--- src/rtl/memory_arbiter.sv ---
`default_nettype none
// ============================================================================
//  Module      : memory_arbiter
//  Description : Arbitrates two cores' instruction and data request ports
//                onto one shared RAM port. Data requests win over
//                instruction requests. A round-robin pointer, shared by
//                both classes, chooses between the two cores within a
//                class. Each transaction runs IDLE -> ACCESS -> RESP. In
//                RESP the winner's wait line is released for one cycle.
//
//  Ports
//    CLK, nRST          clock (rising edge), asynchronous active-low reset
//    iREN  / iaddr      per-core instruction read request and address
//    dREN  / dWEN       per-core data read / write request
//    daddr / dstore     per-core data address and write data
//    iwait / dwait      per-core stall lines
//    iload / dload      per-core captured read data
//    ram_ren / ram_wen  RAM strobes, active only in ACCESS
//    ram_addr/ram_store latched address and write data
//    ram_load/ram_ready RAM read data and one-cycle completion pulse
//
//  Revision    : 1.0  initial release
// ============================================================================
module memory_arbiter #(
    parameter int NUM_BITS = 32
) (
    input  logic                     CLK,
    input  logic                     nRST,
    input  logic [1:0]               iREN,
    input  logic [1:0][NUM_BITS-1:0] iaddr,
    input  logic [1:0]               dREN,
    input  logic [1:0]               dWEN,
    input  logic [1:0][NUM_BITS-1:0] daddr,
    input  logic [1:0][NUM_BITS-1:0] dstore,
    output logic [1:0]               iwait,
    output logic [1:0]               dwait,
    output logic [1:0][NUM_BITS-1:0] iload,
    output logic [1:0][NUM_BITS-1:0] dload,
    output logic                     ram_ren,
    output logic                     ram_wen,
    output logic [NUM_BITS-1:0]      ram_addr,
    output logic [NUM_BITS-1:0]      ram_store,
    input  logic [NUM_BITS-1:0]      ram_load,
    input  logic                     ram_ready
);

    typedef enum logic [1:0] {
        IDLE   = 2'd0,
        ACCESS = 2'd1,
        RESP   = 2'd2
    } state_t;

    state_t r_state;
    state_t w_next;

    // Latched transaction: source class/core, address, store data, direction
    logic                     r_rr;
    logic                     r_is_data;
    logic                     r_core;
    logic                     r_write;
    logic [NUM_BITS-1:0]      r_addr;
    logic [NUM_BITS-1:0]      r_store;
    logic [1:0][NUM_BITS-1:0] r_iload;
    logic [1:0][NUM_BITS-1:0] r_dload;

    // Arbitration of the currently pending sources
    logic [1:0]          w_dpend;
    logic [1:0]          w_cls;
    logic                w_any;
    logic                w_sel_data;
    logic                w_sel_core;
    logic                w_sel_write;
    logic [NUM_BITS-1:0] w_sel_addr;
    logic [NUM_BITS-1:0] w_sel_store;

    always_comb begin
        w_dpend     = dREN | dWEN;
        w_any       = (|w_dpend) | (|iREN);
        w_sel_data  = |w_dpend;
        w_cls       = w_sel_data ? w_dpend : iREN;
        // Both cores pending in the winning class: the pointer decides.
        // Otherwise bit 1 alone identifies the single pending core.
        w_sel_core  = (w_cls == 2'b11) ? r_rr : w_cls[1];
        // A write takes priority over a read from the same core
        w_sel_write = w_sel_data & dWEN[w_sel_core];
        w_sel_addr  = w_sel_data ? daddr[w_sel_core] : iaddr[w_sel_core];
        w_sel_store = w_sel_data ? dstore[w_sel_core] : '0;
    end

    // State register
    always_ff @(posedge CLK or negedge nRST) begin
        if (!nRST) begin
            r_state <= IDLE;
        end else begin
            r_state <= w_next;
        end
    end

    // Next state and RAM strobes
    always_comb begin
        w_next  = r_state;
        ram_ren = 1'b0;
        ram_wen = 1'b0;
        case (r_state)
            IDLE: begin
                if (w_any) begin
                    w_next = ACCESS;
                end
            end
            ACCESS: begin
                ram_ren = ~r_write;
                ram_wen = r_write;
                if (ram_ready) begin
                    w_next = RESP;
                end
            end
            RESP: begin
                w_next = IDLE;
            end
            default: begin
                w_next = IDLE;
            end
        endcase
    end

    // Wait lines follow the requests, except the winner is released in RESP
    always_comb begin
        iwait = iREN;
        dwait = w_dpend;
        if (r_state == RESP) begin
            if (r_is_data) begin
                dwait[r_core] = 1'b0;
            end else begin
                iwait[r_core] = 1'b0;
            end
        end
    end

    // Transaction latch, load capture and round-robin pointer
    always_ff @(posedge CLK or negedge nRST) begin
        if (!nRST) begin
            r_rr      <= 1'b0;
            r_is_data <= 1'b0;
            r_core    <= 1'b0;
            r_write   <= 1'b0;
            r_addr    <= '0;
            r_store   <= '0;
            r_iload   <= '0;
            r_dload   <= '0;
        end else begin
            case (r_state)
                IDLE: begin
                    if (w_any) begin
                        r_is_data <= w_sel_data;
                        r_core    <= w_sel_core;
                        r_write   <= w_sel_write;
                        r_addr    <= w_sel_addr;
                        r_store   <= w_sel_store;
                    end
                end
                ACCESS: begin
                    // The load register is updated even if the requester
                    // has since withdrawn its request.
                    if (ram_ready && !r_write) begin
                        if (r_is_data) begin
                            r_dload[r_core] <= ram_load;
                        end else begin
                            r_iload[r_core] <= ram_load;
                        end
                    end
                end
                RESP: begin
                    r_rr <= ~r_core;
                end
                default: begin
                end
            endcase
        end
    end

    assign iload     = r_iload;
    assign dload     = r_dload;
    assign ram_addr  = r_addr;
    assign ram_store = r_store;

endmodule
`default_nettype wire

--- config.mk ---
export PLATFORM = sky130hd
export DESIGN_NAME = memory_arbiter
export DESIGN_NICKNAME = d
export VERILOG_FILES = /design/src/rtl/memory_arbiter.sv
export SDC_FILE = /design/constraint.sdc
export NUM_CORES = 1
export LEC_CHECK = 0
export ABC_AREA = 1
export BUFFER_PORTS_ARGS = -buffer_cell sky130_fd_sc_hd__buf_4
export CAP_MARGIN = 0
export CORE_AREA = 2 2 169 171
export CTS_CLUSTER_SIZE = 40
export DETAILED_ROUTE_END_ITERATION = 10
export DIE_AREA = 0 0 171 173
export SYNTH_ARGS = -nofsm -noshare
export SYNTH_HDL_FRONTEND = slang
export SYNTH_SLANG_ARGS = --single-unit
--- constraint.sdc ---
create_clock -name CLK -period 2.8 [get_ports CLK]
set_input_delay 0.28 -clock CLK [delete_from_list [all_inputs] [get_ports CLK]]
set_output_delay 0.28 -clock CLK [all_outputs]
set_load 0.005 [all_outputs]
==> results of run 1 <==
[what timing repair did]
| item | 4_1_cts | 5_1_grt |
|---|---|---|
| hold buffers | 1 | 0 |
| endpoints found under the hold margin | 55 | 0 |
| endpoints found under the setup margin | 0 | 0 |
[per-stage QoR]
stage / instances / util [%] / hold slack [ns]
after global routing: 1972 / 48.7 / 0.0573
after detailed placement: 1938 / 46.3 / 0.299
after floorplan: 1188 / - / -0.0156
after CTS: 1971 / 48.7 / 0.0201
after global placement: 1938 / 46.3 / 0.297
final: 1972 / 48.7 / 0.0428
[logic make-up (layout without fill, tap and decap cells)]
| logic type | Yosys count | count (layout) | share of synthesized area, % |
|---|---|---|---|
| compound gates | 233 | 233 | 12.6 |
| simple gates | 511 | 511 | 23.0 |
| buf+inv | 246 | 651 | 11.0 |
| other cells | 0 | 1 | 0 |
| flops | 198 | 198 | 53.5 |
[routing by layer]
metal  routed length, um  up-vias  GRT usage [%]  part of all wire (%)
met5                   0        -              0                     0
met4                1180        0           8.69                   3.6
met3                2650       61           5.75                   8.1
met2               15900      387           37.4                    48
met1               13100     4259           26.4                    40
li1                    -     4500              -                     -
[flip-flops by register name (all words and copies together), names as in the netlist]
register / flops
dload: 64
iload: 64
ram_addr: 32
ram_store: 32
r_state: 2
r_core: 1
r_is_data: 1
r_rr: 1
r_write: 1
[critical path, stage by stage, from the launching register on]
cell	delay, ns
dfrtp_1	0.40
nor2_1	0.22
nand2_1	0.11
inv_1	0.62
o21ai_0	0.24
o21ai_1	0.18
[area by class of cell]
| type | count | area, sq um | area share [%] |
|---|---|---|---|
| Clock buffer | 17 | 425 | 3.16 |
| Multi-Input combinational cell | 744 | 3310 | 24.6 |
| Tap cell | 378 | 473 | 3.52 |
| Clock inverter | 15 | 225 | 1.67 |
| Inverter | 172 | 646 | 4.80 |
| Timing Repair Buffer | 447 | 3410 | 25.4 |
| Sequential cell | 198 | 4950 | 36.8 |
| Antenna cell | 1 | 2.50 | 0.0186 |
[power by group through the flow]
| stage | Sequential, mW | Combinational, mW | Clock, mW |
|---|---|---|---|
| after CTS | 5.02 | 5.86 | 2.76 |
| after floorplan | 5.07 | 2.46 | 0 |
| after detailed placement | 5.04 | 5.85 | 0 |
| final | 5.02 | 5.75 | 2.69 |
| after global routing | 5.19 | 6.44 | 2.89 |
| after global placement | 5.02 | 5.75 | 0 |
[layout by cell type, fill, tap and decap left out]
cell,instances
a21oi_1,34
a31oi_1,2
and2_1,1
buf_12,4
buf_4,441
clkbuf_16,17
clkbuf_8,1
clkinv_4,1
clkinv_8,4
dfrtp_1,198
diode_2,1
dlygate4sd3_1,1
inv_1,170
inv_12,6
inv_16,1
inv_2,2
inv_8,3
nand2_1,364
nand2_2,3
nand2_4,3
nand3_1,129
nand3_2,2
nor2_1,6
nor2_2,2
nor3_4,1
o21ai_0,167
o21ai_1,30
[worst max path at each step]
stage / end / slack (ns) / cells after the start
after floorplan: dload[10] / 1.42 / 7
after global placement: r_write / 0.68 / 9
after detailed placement: r_write / 0.60 / 9
after CTS: ram_store[8] / 0.84 / 5
after global routing: ram_store[14] / 0.66 / 5
final: ram_store[8] / 0.95 / 5
==> out/metrics.yaml, run 1 <==
initial_core_util_pct: 33.5
yosys.area.top_type: "dfrtp_1"
avgViaCountPerCell: 4.67
cp-start-kind: "flop"
yosysMostFrequentCell: "nand2_1"
r2r-start: "r_state[0]"
placed_area_sq_mm: 0.0128
maxCapViolations: 0
cts_resized: 0
cp-end-kind: "flop"
synthArstFlopShare_pct: 100
cts_tree: "built"
ios: 431
synth.distinct_cells: 20
leakage_nw: 7.49
swShare_pct: 38.5
fp.dieW_um: 171
wl_per_cell_um: 16.7
area_growth_pct: 45.2
period_minus_slack_ns: 1.85
ys_top_cells_by_area: "dfrtp_1 (53%), nand2_1 (15%), o21ai_0 (9.0%), nand3_1 (7.0%), inv_1 (6.9%)"
synth_common_cells: "nand2_1 (364), dfrtp_1 (198), inv_1 (170)"
grt_pass1_wl_mm: 51.0
setup_viol: 0
drc: 0
fin_area_sq_mm: 0.0135
synth_edf_count: 0
grt_pass1_vias: 9156
hold_path_startpoint: "ram_ready"
clockBufferDepth: 2
pwr-share-comb_pct: 42.7
place_congestion: 0.862
vdd_ir_drop_max_uv: 457
worst_slack_ns: 0.949
worst_pin_slew_ns: 0.842
grt_overflow: 0
clkSlewWorstSetupHoldPaths_ns: 0.08
clk-insertion-delay-late_ns: 0.44
max_freq_mhz: 540
syn_avg_cell_area_sq_um: 7.80
power.density_mw_per_mm2: 1000
totalWireLength_mm: 32.9
power_mw: 13.5
fill_cells: 2858
die-area_sq_mm: 0.0296
r2r-end: "ram_store[8]"
fp.coreArea_sq_mm: 0.0276
cts_setup_buffers: 0
reg2reg_depth: 5
finalHoldViolations: 0
hold_class: "input port to flop"
grt_max_degree: 98
syn_nets: 1421
drive_above_1_share_pct: 30.8
worst-setup-path-type: "flop to flop"
whs_path_depth: 2
track_usage_pct: 22.0
slew_violations: 0
rows: 61
relSlewSlack_pct: 43.8
vias: 9207
preCtsSetupSlack_ns: 0.596
final_nets: 1813
drt_iter0_markers: 577
antenna_found_initial: 1
worstPathMaxFanout: 32
synth_cells: 1188
ctsHtreeMaxLevel: 4
switchingPower_mw: 5.19
root_buffer: "clkbuf_16"
cts.sinks: 198
p_clk_share_pct: 20.0
hold_path_end: "r_state[0]"
io_buffers: 430
yosysWarnings: 0
die_h_um: 173
cts_made_buffers: 17
ys.flop_type: "dfrtp_1"
outcome: "finished clean"
detail-route-antenna-nets: 0
clock-skew-final_ns: 0.0167
ys_seq_elements: 198
p_seq_share_pct: 37.3
first_pass_iters: 5
synth-seq-area-share_pct: 53.5
required_ns: 3.16
critical_path_arrival_ns: 2.21
crit_start: "r_state[0]"
setup_tns_ns: 0
dp_hpwl_mm: 23.8
p_int_mw: 8.28
synth_area_sq_mm: 0.00927
r2r_setup_slack_ns: 0.95
period_share_pct: 66.1
yosysTopAreaCellShare_pct: 53.5
grt_setup_unrepaired: "false"
(Power assumes the default switching activity.)
==> run 2: changes to the inputs <==
==> constraint.sdc (replaced) <==
create_clock -name CLK -period 1.5 [get_ports CLK]
set_input_delay 0.15 -clock CLK [delete_from_list [all_inputs] [get_ports CLK]]
set_output_delay 0.15 -clock CLK [all_outputs]
set_load 0.005 [all_outputs]
==> out/metrics.yaml, run 2 (synthesis results as in run 1) <==
worst_slack_ns: -0.0250  # -0.974 ns
power_mw: 26.0  # +93%
power.density_mw_per_mm2: 1800  # +80%
maxCapViolations: 0  # unchanged
violations: "negative hold slack, negative setup slack"
clk-insertion-delay-late_ns: 0.44  # about the same
die_h_um: 173  # unchanged
worst-setup-path-type: "flop to output pin"
required_ns: 1.35  # -1.81 ns
dp_hpwl_mm: 24.0  # +0.93%
clock-skew-final_ns: 0.0178  # +0.00109 ns
place_congestion: 0.860  # -0.19%
preCtsSetupSlack_ns: -0.0846  # -0.680 ns
multi_input_area_sq_mm: 0.00337  # +1.9%
p_seq_share_pct: 36.2  # -1.1 points
fp.dieW_um: 171  # unchanged
pwr-share-comb_pct: 44.7  # +2.0 points
holdWs_ns: -0.000378  # -0.0431 ns
die-area_sq_mm: 0.0296  # unchanged
final_nets: 1894  # +4.5%
wl_per_cell_um: 16.5  # -1.3%
cp-start-kind: "flop"
drt_iter0_markers: 560  # -2.9%
fp.coreArea_sq_mm: 0.0276  # unchanged
p_int_mw: 16.1  # +95%
relSlewSlack_pct: 73.3  # +29 points
track_usage_pct: 22.7  # +0.69 points
period_minus_slack_ns: 1.53
cts.sinks: 198  # unchanged
layout_commonest_cell: "buf_4"
drc: 0  # unchanged
detail-route-antenna-nets: 0  # unchanged
cts_made_buffers: 17  # unchanged
io_buffers: 430  # unchanged
ios: 431  # unchanged
clockBufferDepth: 2  # unchanged
worst_pin_slew_ns: 0.400  # -0.442 ns
regArea_sq_mm: 0.00496  # about the same
grt_pass1_wl_mm: 52.7  # +3.3%
setup_viol: 2  # +2
ctsHtreeMaxLevel: 4  # unchanged
grt_setup_unrepaired: "true"
antenna_found_initial: 1  # unchanged
cts_tree: "built"
totalWireLength_mm: 33.8  # +2.8%
fill_cells: 2692  # -5.8%
vias: 9570  # +3.9%
hold_class: "input port to flop"
first_pass_iters: 5  # unchanged
dp_cells: 1960  # +1.1%
slew_violations: 0  # unchanged
drive_above_1_share_pct: 31.7  # +0.90 points
avgViaCountPerCell: 4.66  # -0.16%
outcome: "complete, but fails checks"
vdd_ir_drop_max_uv: 870  # +90%
cp-end-kind: "output pin"
final_cells: 2053  # +4.1%
rows: 61  # unchanged
finalHoldViolations: 1  # +1
period_share_pct: 102
clkSlewWorstSetupHoldPaths_ns: 0.10  # +0.02 ns
grt_overflow: 0  # unchanged
mostFrequentLayoutCells: "buf_4 (447), nand2_1 (357), dfrtp_1 (196), inv_1 (168), o21ai_0 (150)"
switchingPower_mw: 9.92  # +91%
root_buffer: "clkbuf_16"
swShare_pct: 38.1  # -0.41 points
worstPathMaxFanout: 4  # -88%
p_clk_share_pct: 19.2  # -0.8 points
grt_pass1_vias: 9494  # +3.7%
critical_path_arrival_ns: 1.38  # -0.83 ns
max_freq_mhz: 656
grt_max_degree: 65  # -34%
leakage_nw: 7.93  # +5.8%
area_growth_pct: 56.0
initial_core_util_pct: 33.5  # unchanged
## run 2: changes by cell type in the layout (fill, tap and decap cells not counted), moves of 5 or more
cell | before | now
o21ai_0 | 167 | 150
buf_4 | 441 | 447
buf_12 | 4 | 18
o21ai_1 | 30 | 47
buf_6 | 0 | 5
nand2_2 | 3 | 10
nand2_1 | 364 | 357
dlygate4sd3_1 | 1 | 57
## run 2: path summary, 6_finish.rpt
| check | start | to | slack, ns | cells after the start |
|---|---|---|---|---|
| max | r_state[0] | iwait[0] | -0.03 | 4 |
| min | ram_load[19] | dload[51] | -0.0004 | 3 |
| max reg2reg | r_state[1] | iload[26] | 0.05 | 7 |
| min reg2reg | dload[23] | dload[23] | 0.49 | 2 |
| max in group asynchronous | nRST | dload[33] | 0.69 | 3 |
| min in group asynchronous | nRST | dload[5] | 0.20 | 2 |
## run 2: what timing repair did
item / CTS / global route
setup endpoints to repair: 8 / 102
setup buffers: 4 / 0
hold buffers: 57 / 0
pin swaps: 3 / 1
resized for setup: 18 / 24
hold endpoints to repair: 107 / 0
## run 2: final cells by class
class	instances	area share, %
antenna	1	0.0173
sequential	198	34.3
timing repair buffer	528	30.1
tap	378	3.27
inverter	172	4.48
clock inverter	15	1.51
clock buffer	17	2.94
multi-input combinational	744	23.3
## run 2: layer usage
| metal | share of wire (%) | wire (um) | GRT usage [%] | up-vias |
|---|---|---|---|---|
| met2 | 50 | 16800 | 38.7 | 352 |
| met1 | 40 | 13500 | 27.3 | 4492 |
| li1 | - | - | - | 4671 |
| met3 | 7.3 | 2480 | 5.70 | 55 |
| met5 | 0 | 0 | 0 | - |
| met4 | 2.9 | 978 | 8.51 | 0 |
## run 2: worst max-delay path, cell delays in order (launching register included)
cell and delay [ns]:
dfrtp_2 0.44, nor2_4 0.16, buf_6 0.13, a31oi_4 0.07
buf_6 0.14
## run 2: power by group through the flow
stage / registers [mW] / clock network (mW) / logic [mW]
finish: 9.41 / 4.98 / 11.6
floorplan: 9.47 / 0 / 4.59
global placement: 9.37 / 0 / 11.2
detailed placement: 9.40 / 0 / 11.3
CTS: 9.38 / 5.13 / 11.7
global route: 9.73 / 5.37 / 12.9
## run 2: per-stage QoR
stage,hold slack (ns),utilization [%],TNS (ns),instance area [sq um]
5_1_grt,0.0165,52.3,-3.20,14500
3_5_place_dp,0.111,47.5,-0.904,13100
6_report,-0.000378,52.3,-0.0339,14500
4_1_cts,0.00122,52.2,-0.160,14400
3_3_place_gp,0.113,47.5,-0.0451,13100
2_1_floorplan,-0.146,-,0,9270
